<file path="config.mk">
export PLATFORM = sky130hd
export DESIGN_NAME = umi_decode_pipe
export DESIGN_NICKNAME = d
export VERILOG_FILES = /design/src/rtl/umi_decode_pipe.sv
export SDC_FILE = /design/constraint.sdc
export NUM_CORES = 2
export LEC_CHECK = 0
export ABC_AREA = 1
export BUFFER_PORTS_ARGS = -buffer_cell sky130_fd_sc_hd__clkbuf_2
export CELL_PAD_IN_SITES_DETAIL_PLACEMENT = 1
export CELL_PAD_IN_SITES_GLOBAL_PLACEMENT = 1
export CORE_AREA = 2 2 363 365
export DETAILED_ROUTE_END_ITERATION = 6
export DIE_AREA = 0 0 365 367
export PLACE_DENSITY = 0.66
export SETUP_SLACK_MARGIN = 0.3
export SYNTH_ARGS = -nofsm -noshare
export SYNTH_HDL_FRONTEND = slang
export SYNTH_SLANG_ARGS = --single-unit
export TNS_END_PERCENT = 1
</file>
<file path="constraint.sdc">
create_clock -name clk -period 2 [get_ports clk]
set_clock_uncertainty 0.1 [all_clocks]
set_input_delay 0.2 -clock clk [delete_from_list [all_inputs] [get_ports clk]]
set_output_delay 0.2 -clock clk [all_outputs]
set_load 0.01 [all_outputs]
</file>
<file path="src/rtl/umi_decode_pipe.sv">
// UMI command decoder with a registered output stage and one skid entry.
// Classifies commands, optionally drops invalid packets, and keeps saturating event counters.
module umi_decode_pipe #(
  parameter int CW           = 32,
  parameter int AW           = 64,
  parameter int DW           = 256,
  parameter int CNTW         = 16,
  parameter int DROP_INVALID = 1,
  parameter int ATOMIC_CHECK = 1
) (
  input  logic            clk,
  input  logic            reset,
  input  logic            in_valid,
  input  logic [CW-1:0]   in_cmd,
  input  logic [AW-1:0]   in_dstaddr,
  input  logic [AW-1:0]   in_srcaddr,
  input  logic [DW-1:0]   in_data,
  output logic            in_ready,
  output logic            out_valid,
  output logic [CW-1:0]   out_cmd,
  output logic [AW-1:0]   out_dstaddr,
  output logic [AW-1:0]   out_srcaddr,
  output logic [DW-1:0]   out_data,
  output logic [15:0]     out_class,
  output logic [8:0]      out_atomic_op,
  output logic            out_err,
  input  logic            out_ready,
  input  logic            cnt_clear,
  output logic [CNTW-1:0] cnt_req,
  output logic [CNTW-1:0] cnt_resp,
  output logic [CNTW-1:0] cnt_drop,
  output logic [CNTW-1:0] cnt_err
);

  localparam logic [7:0] UMI_INVALID      = 8'h00;
  localparam logic [7:0] UMI_REQ_ERROR    = 8'h0F;
  localparam logic [7:0] UMI_REQ_LINK     = 8'h2F;
  localparam logic [7:0] UMI_RESP_LINK    = 8'h0E;
  localparam logic [3:0] UMI_REQ_READ     = 4'h1;
  localparam logic [3:0] UMI_REQ_WRITE    = 4'h3;
  localparam logic [3:0] UMI_REQ_POSTED   = 4'h5;
  localparam logic [3:0] UMI_REQ_RDMA     = 4'h7;
  localparam logic [3:0] UMI_REQ_ATOMIC   = 4'h9;
  localparam logic [3:0] UMI_REQ_USER0    = 4'hB;
  localparam logic [3:0] UMI_REQ_FUTURE0  = 4'hD;
  localparam logic [3:0] UMI_RESP_READ    = 4'h2;
  localparam logic [3:0] UMI_RESP_WRITE   = 4'h4;
  localparam logic [3:0] UMI_RESP_USER0   = 4'h6;
  localparam logic [3:0] UMI_RESP_USER1   = 4'h8;
  localparam logic [3:0] UMI_RESP_FUTURE0 = 4'hA;
  localparam logic [3:0] UMI_RESP_FUTURE1 = 4'hC;

  typedef struct packed {
    logic [CW-1:0] cmd;
    logic [AW-1:0] dst;
    logic [AW-1:0] src;
    logic [DW-1:0] data;
    logic [15:0]   cls;
    logic [8:0]    atom;
    logic          err;
  } pkt_t;

  pkt_t in_pkt, out_q, out_d, skid_q, skid_d;
  logic out_valid_q, out_valid_d, skid_valid_q, skid_valid_d, in_ready_q, in_ready_d;
  logic in_inv, accept, drop, keep, out_free, out_fire, out_inv;
  logic is_req;
  logic [3:0] nib;
  logic [15:0] cls;
  logic [8:0] atom;
  logic [CNTW-1:0] cnt_req_q, cnt_resp_q, cnt_drop_q, cnt_err_q;

  always_comb begin
    nib    = in_cmd[3:0];
    is_req = in_cmd[0];
    in_inv = (in_cmd[7:0] == UMI_INVALID);
    cls    = '0;
    if (!in_inv) begin
      cls[0]  = is_req && (nib == UMI_REQ_READ);
      cls[1]  = is_req && (nib == UMI_REQ_WRITE);
      cls[2]  = is_req && (nib == UMI_REQ_POSTED);
      cls[3]  = is_req && (nib == UMI_REQ_RDMA);
      cls[4]  = is_req && (nib == UMI_REQ_ATOMIC);
      cls[5]  = is_req && (nib == UMI_REQ_USER0);
      cls[6]  = is_req && (nib == UMI_REQ_FUTURE0);
      cls[7]  = (in_cmd[7:0] == UMI_REQ_ERROR);
      cls[8]  = (in_cmd[7:0] == UMI_REQ_LINK);
      cls[9]  = !is_req && (nib == UMI_RESP_READ);
      cls[10] = !is_req && (nib == UMI_RESP_WRITE);
      cls[11] = !is_req && (nib == UMI_RESP_USER0);
      cls[12] = !is_req && (nib == UMI_RESP_USER1);
      cls[13] = !is_req && (nib == UMI_RESP_FUTURE0);
      cls[14] = !is_req && (nib == UMI_RESP_FUTURE1);
      cls[15] = (in_cmd[7:0] == UMI_RESP_LINK);
      // full-byte matches win over nibble matches to keep the vector one-hot
      if (cls[7] || cls[8]) cls[6:0] = '0;
      if (cls[15]) cls[14:9] = '0;
    end
    // atomic sub-op codes are 0 (add) through 8 (swap)
    atom = '0;
    for (int i = 0; i < 9; i++) atom[i] = cls[4] && (in_cmd[15:8] == 8'(i));
    in_pkt = '{cmd: in_cmd, dst: in_dstaddr, src: in_srcaddr, data: in_data,
               cls: cls, atom: atom, err: (ATOMIC_CHECK != 0) && cls[4] && (atom == '0)};
  end

  always_comb begin
    accept       = in_valid && in_ready_q;
    drop         = accept && in_inv && (DROP_INVALID != 0);
    keep         = accept && !drop;
    out_free     = !out_valid_q || out_ready;
    out_d        = out_q;
    out_valid_d  = out_valid_q;
    skid_d       = skid_q;
    skid_valid_d = skid_valid_q;
    if (out_free) begin
      if (skid_valid_q) begin
        out_d        = skid_q;
        out_valid_d  = 1'b1;
        skid_valid_d = keep;
        if (keep) skid_d = in_pkt;
      end else begin
        out_valid_d = keep;
        if (keep) out_d = in_pkt;
      end
    end else if (keep) begin
      skid_d       = in_pkt;
      skid_valid_d = 1'b1;
    end
    in_ready_d = !skid_valid_d;
  end

  assign out_fire = out_valid_q && out_ready;
  assign out_inv  = (out_q.cmd[7:0] == UMI_INVALID);

  function automatic logic [CNTW-1:0] sat_inc(input logic [CNTW-1:0] c, input logic ev,
                                              input logic clr);
    if (clr) return '0;
    if (ev && (c != {CNTW{1'b1}})) return c + 1'b1;
    return c;
  endfunction

  always_ff @(posedge clk) begin
    if (reset) begin
      out_q        <= '0;
      out_valid_q  <= 1'b0;
      skid_q       <= '0;
      skid_valid_q <= 1'b0;
      in_ready_q   <= 1'b0;
      cnt_req_q    <= '0;
      cnt_resp_q   <= '0;
      cnt_drop_q   <= '0;
      cnt_err_q    <= '0;
    end else begin
      out_q        <= out_d;
      out_valid_q  <= out_valid_d;
      skid_q       <= skid_d;
      skid_valid_q <= skid_valid_d;
      in_ready_q   <= in_ready_d;
      cnt_req_q    <= sat_inc(cnt_req_q, out_fire && !out_inv && out_q.cmd[0], cnt_clear);
      cnt_resp_q   <= sat_inc(cnt_resp_q, out_fire && !out_inv && !out_q.cmd[0], cnt_clear);
      cnt_drop_q   <= sat_inc(cnt_drop_q, drop, cnt_clear);
      cnt_err_q    <= sat_inc(cnt_err_q, out_fire && out_q.err, cnt_clear);
    end
  end

  assign in_ready      = in_ready_q;
  assign out_valid     = out_valid_q;
  assign out_cmd       = out_q.cmd;
  assign out_dstaddr   = out_q.dst;
  assign out_srcaddr   = out_q.src;
  assign out_data      = out_q.data;
  assign out_class     = out_q.cls;
  assign out_atomic_op = out_q.atom;
  assign out_err       = out_q.err;
  assign cnt_req       = cnt_req_q;
  assign cnt_resp      = cnt_resp_q;
  assign cnt_drop      = cnt_drop_q;
  assign cnt_err       = cnt_err_q;

endmodule

</file>
# --- Yosys cells after proc, flatten, opt, wreduce, memory -nomap -nowiden ---
# Cells that the tools add are included.
word_totals:
  ff_bits: 951
  out_inout_bits: 508
op_classes:
  eq_ne: 29
  n_reduce_logical: 53
  add_sub_neg: 4
  muxes: 39
ops:
  columns: ["op", "count"]
  rows:
  - ["$mux W442", 5]
  - ["$mux W16", 14]
  - ["$add A16 B1 Y16 const B", 4]
  - ["$ne A16 B16 Y1 const B", 4]
  - ["$logic_and A1 B1 Y1", 35]
  - ["$eq A8 B3 Y1 const B", 4]
  - ["$eq A4 B4 Y1 const B", 6]
  - ["$eq A8 B4 Y1 const B", 3]
  - ["$logic_not A8 Y1", 3]
  - ["$mux W1", 18]
  - ["$eq A4 B3 Y1 const B", 4]
  - ["$eq A8 B2 Y1 const B", 2]
  - ["$reduce_bool A2 Y1", 5]
  - ["$logic_not A9 Y1", 1]
  - ["$eq A4 B2 Y1 const B", 2]
  - ["$eq A8 B1 Y1 const B", 1]
  - ["$eq A8 B6 Y1 const B", 1]
  - ["$mux W7", 1]
  - ["$logic_not A1 Y1", 6]
  - ["$mux W6", 1]
  - ["$eq A4 B1 Y1 const B", 1]
  - ["$logic_or A1 B1 Y1", 2]
  - ["$ne A2 B2 Y1 const B", 1]
  - ["$reduce_and A2 Y1", 1]

# --- Depth between registers and ports, before layout ---
logic_depth:
  ltp_word: 10
  mapped_depth: 11
  mapped_depth_nobuf: 11

# --- Least setup slack after synthesis ---
# Ideal clock, no wire load.
synth_path:
  path_type: "reg-to-reg"
  from: "reg cnt_err_q[0] (netlist: cnt_err[0])"
  to: "reg cnt_err_q[1] (netlist: cnt_err[1])"
  path_stages_with_launch: 10
  slack_ps: 164
  arrival_time_ps: 1620
  setup_ps: 116
  path_cell_list: "dfxtp_1 > ha_1 > inv_1 > nor2_1 > nand2_1 > o21ai_2 > inv_1 > buf_2 > o21ai_0 > nor2_1"
synth_between:
  elab_chain_cells: 6
  elab_cells_between_ends: 10
  cone_classes: "1 x add/sub; 1 x eq/ne; 6 x mux; 2 x reduce/logical"
synth_rtl:
  columns: ["element", "line", "source"]
  rows:
  - ["from (decl)", "70", "logic [CNTW-1:0] cnt_req_q, cnt_resp_q, cnt_drop_q, cnt_err_q;"]
  - ["from (signal assigned)", "161", "cnt_err_q <= sat_inc(cnt_err_q, out_fire && out_q.err, cnt_clear);"]
  - ["branches (longest 6 deep; another with $add A16 B1 Y16)", null, null]
# Several ways; the timed one is not identified. The select of a mux whose other input is x is not followed.
# A chain may end at the register's enable or synchronous reset.

# --- Worst setup path after layout ---
layout_path:
  from: "reg cnt_resp_q[0] (netlist: cnt_resp[0])"
  to: "reg cnt_resp_q[9] (netlist: cnt_resp[9])"
layout_between:
  elab_chain_cells: 6
  elab_cells_between_ends: 10
  cone_classes: "1 x add/sub; 1 x eq/ne; 6 x mux; 2 x reduce/logical"
layout_rtl:
  columns: ["element", "line", "source"]
  rows:
  - ["from (decl)", "70", null]
  - ["from (signal assigned)", "159", "cnt_resp_q <= sat_inc(cnt_resp_q, out_fire && !out_inv && !out_q.cmd[0], cnt_clear);"]
  - ["branches (longest 6 deep; another with $add A16 B1 Y16)", null, null]
# Several ways; the timed one is not identified. The select of a mux whose other input is x is not followed.

==> impl_results.md <==
- Slowest CP cell: dfxtp_4
- Fin crit share: 89.5%
- Die footprint: 0.134 mm^2
- IO buf count: around 930
- Row count: between 100 and 150
- Vias: roughly 44k
- H-tree Lvls: 3
- Clk buf depth: 3
- DR WL/cell: 19.7 um
- GR Overflow Total: 0
- Required time of the critical path: 2.55 ns
- PwrDens: 832 mW/mm^2
- Tightest Hold Check Type: input port to register
- Top Family by Delay on Critical Path: simple AND/OR/NAND/NOR gates
- Reg power frac: 42.8%
- Endpoint class of the critical path: register
- Final setup vio count: 0
- Switch Pwr: 12.8 mW
- Max cap viols: 0
- Final slew viol count: 0
- Final wirelength: 181 mm
- CTS sink cnt: 951
- Root Driver: clkbuf_16
- Ratio of cells with drive above 1 in the final layout: about a fifth
- Combinational Power Share: 12.5%
- Detailed placement HPWL: 120 mm
- Core area: 0.130 mm^2
- Worst Path Max Fanout: 4
- Yosys cell types: 31
- Max-slew headroom: roughly two fifths
- Sequential-to-total area share from yosys stat: 47.5%
- Reg2reg setup slack: 0.21 ns
- Gate Count Post-Synth: between 5k and 6k
- Num CTS Buffers: 111
- Width of the die: 365 um
- First-pass GRT wire length: 267 mm
- Initial drt markers: ~2.5k
- Reg area: between 0.015 and 0.02 mm^2
- Static leakage: 24.9 nW
- Final Core Density: roughly 44%
- Int Pwr: 34.7 mW
- Final hold vios: 0
- Drt drc: 0
- Top cells by area, synth: dfxtp_1 (47%), nand2_1 (21%), nor2_1 (9.4%)
- Crit path arrival time: 2.34 ns
- Most frequent cells in the layout: nand2_1 (2,268), nor2_1 (990), dfxtp_1 (938)
- Synthesized area: 0.0401 mm^2
- Slew of the pin with the lowest slew margin: 0.885 ns
- Seq cells post-synth: about 950
- Clock period minus worst slack: 1.79 ns
- Maximum vdd drop: 0.664 mV
- Vias per cell: 4.85
- Fin Hold WS: between 0.06 and 0.07 ns
- All-Layer GR Usage: 25.4%
- Clock latency on the worst-skew pair: 0.73 ns
- FILL cells: about 17k
- Vias in the first global route: 44.2k
- Clock power frac: 44.7%
- Syn_nets: around 6.4k
- Most common cell after layout, fill and taps aside: nand2_1
- IO Pins: slightly above 900
- Antenna viol nets, final: 0
- CP max stage delay: 0.36 ns
- Initial Util: 30.7%
- CP cell instances: ha_4, buf_6, nand3_2, nor2_4, nand2_2, nor2_2, nand2_1, nand2_2, buf_6, buf_12, nand3_1, a21oi_1
- Peak Freq: 0.558 GHz
- Syn_area_per_cell: between 6 and 7 um^2
- Synth warn: 0
- Placer Congestion: 0.856
- TritonCTS clock tree: built
- Worst path bufs/invs: 3
- Synth top area share: between 40 and 50%
- Largest net degree at the start of global routing: 156
- Area growth syn-to-layout: 42.4%
- Sw Ratio: 26.9%
- Startpoint types: register
- Unrepaired setup endpoints after global routing: true
- Status: complete, no violations
- Yosys top cell by area: dfxtp_1
- Drt pass-1 iters: 5
- Final nets: 7,720
- Clock Pin Slew Worst Setup and Hold Paths: 0.06 ns
- Die height: 367 um
- Critical path class: register to register
- Area of the multi-input gates: approximately 0.019 mm^2
- Antenna violations before repair: 34
cell usage after synthesis, drive strengths merged:
cell	number
buf	201
nand4	35
dfxtp	951
o21ai	509
nor3	12
clkbuf	210
o21bai	7
a21oi	503
clkinv	2
ha	4
nand3	80
nand2	2287
nor2	1015
inv	78
xnor2	2
xor2	10
and2	2
nor4	1
nand3b	20
area by class of cell:
class	instances	share of cell area, %
well taps	1755	3.85
clock inverters	28	0.625
clock buffers	179	6.04
multi-input cells	4488	33.1
inverters	80	0.644
diodes	29	0.127
flip-flops and latches	951	33.4
repair inverters	4	0.136
repair buffers	1659	22.1
power groups by stage:
stage	combinational, mW	sequential (mW)	clock, mW
detailed placement	5.10	20.7	0
floorplan	2.25	20.9	0
finish	5.95	20.3	21.2
global route	6.55	20.4	22.5
CTS	5.89	20.3	21.8
global placement	5.03	20.7	0
tightest hold or removal path: cells and delay by family:
kind                   cells  cell delay, ns
buffers and inverters      3            0.37
AOI/OAI and AO/OA          1            0.06
and+or+nand+nor            2            0.20
state kept, by name (all words and copies together) (netlist names):
register and cells:
skid_q 442, out_data 256, out_dstaddr 64, out_srcaddr 64, out_cmd 32, cnt_drop 16
cnt_err 16, cnt_req 16, cnt_resp 16, out_class 16, out_atomic_op 9, in_ready 1
out_err 1, out_valid 1, skid_valid_q 1
logic make-up (layout without fill, tap and decap cells):
logic type / count (synthesis) / in the layout / share of synthesized area, %
compound gates: 1019 / 1019 / 12.8
simple gates: 3452 / 3453 / 33.1
buf+inv: 491 / 1950 / 6.20
fa+ha+maj: 4 / 4 / 0.125
other cells: 0 / 29 / 0
xor+xnor: 12 / 12 / 0.262
flops: 951 / 951 / 47.5
what timing repair did:
action                                  CTS  global route
cloned                                    5            17
hold buffers                            420             2
setup buffers                            11            21
setup endpoints to repair              1008          1004
pin swaps                                11            29
endpoints found under the hold margin   910             5
gates resized for setup                  32           122
metal layers:
metal  global-route usage, %  part of all wire (%)
met5                       0                 0.038
met4                    11.6                   4.5
met2                    42.5                    47
met1                    31.4                    43
met3                    4.98                   5.4
path summary, 6_finish.rpt:
kind	to	start	cells after the start
setup / recovery	cnt_resp[9]$_SDFFE_PP0P_	cnt_resp[0]$_SDFFE_PP0P_	12
hold / removal	skid_q[24]$_SDFFE_PP0P_	in_cmd[3]	6
setup reg to reg	cnt_resp[9]$_SDFFE_PP0P_	cnt_resp[0]$_SDFFE_PP0P_	12
hold reg to reg	skid_q[17]$_SDFFE_PP0P_	skid_q[17]$_SDFFE_PP0P_	2
metrics by stage:
stage	cells	total power, mW	setup WS [ns]	instance area, um^2	setup TNS (ns)
after floorplan	5929	23.1	0.222	40100	0
after global placement	8462	25.7	-0.275	47700	-46.47
after detailed placement	8462	25.8	-0.296	47700	-65.70
after CTS	9105	48.0	0.0896	55900	0
after global routing	9169	49.4	0.110	57100	0
final	9173	47.5	0.209	57100	0
(Power assumes the default switching activity.)
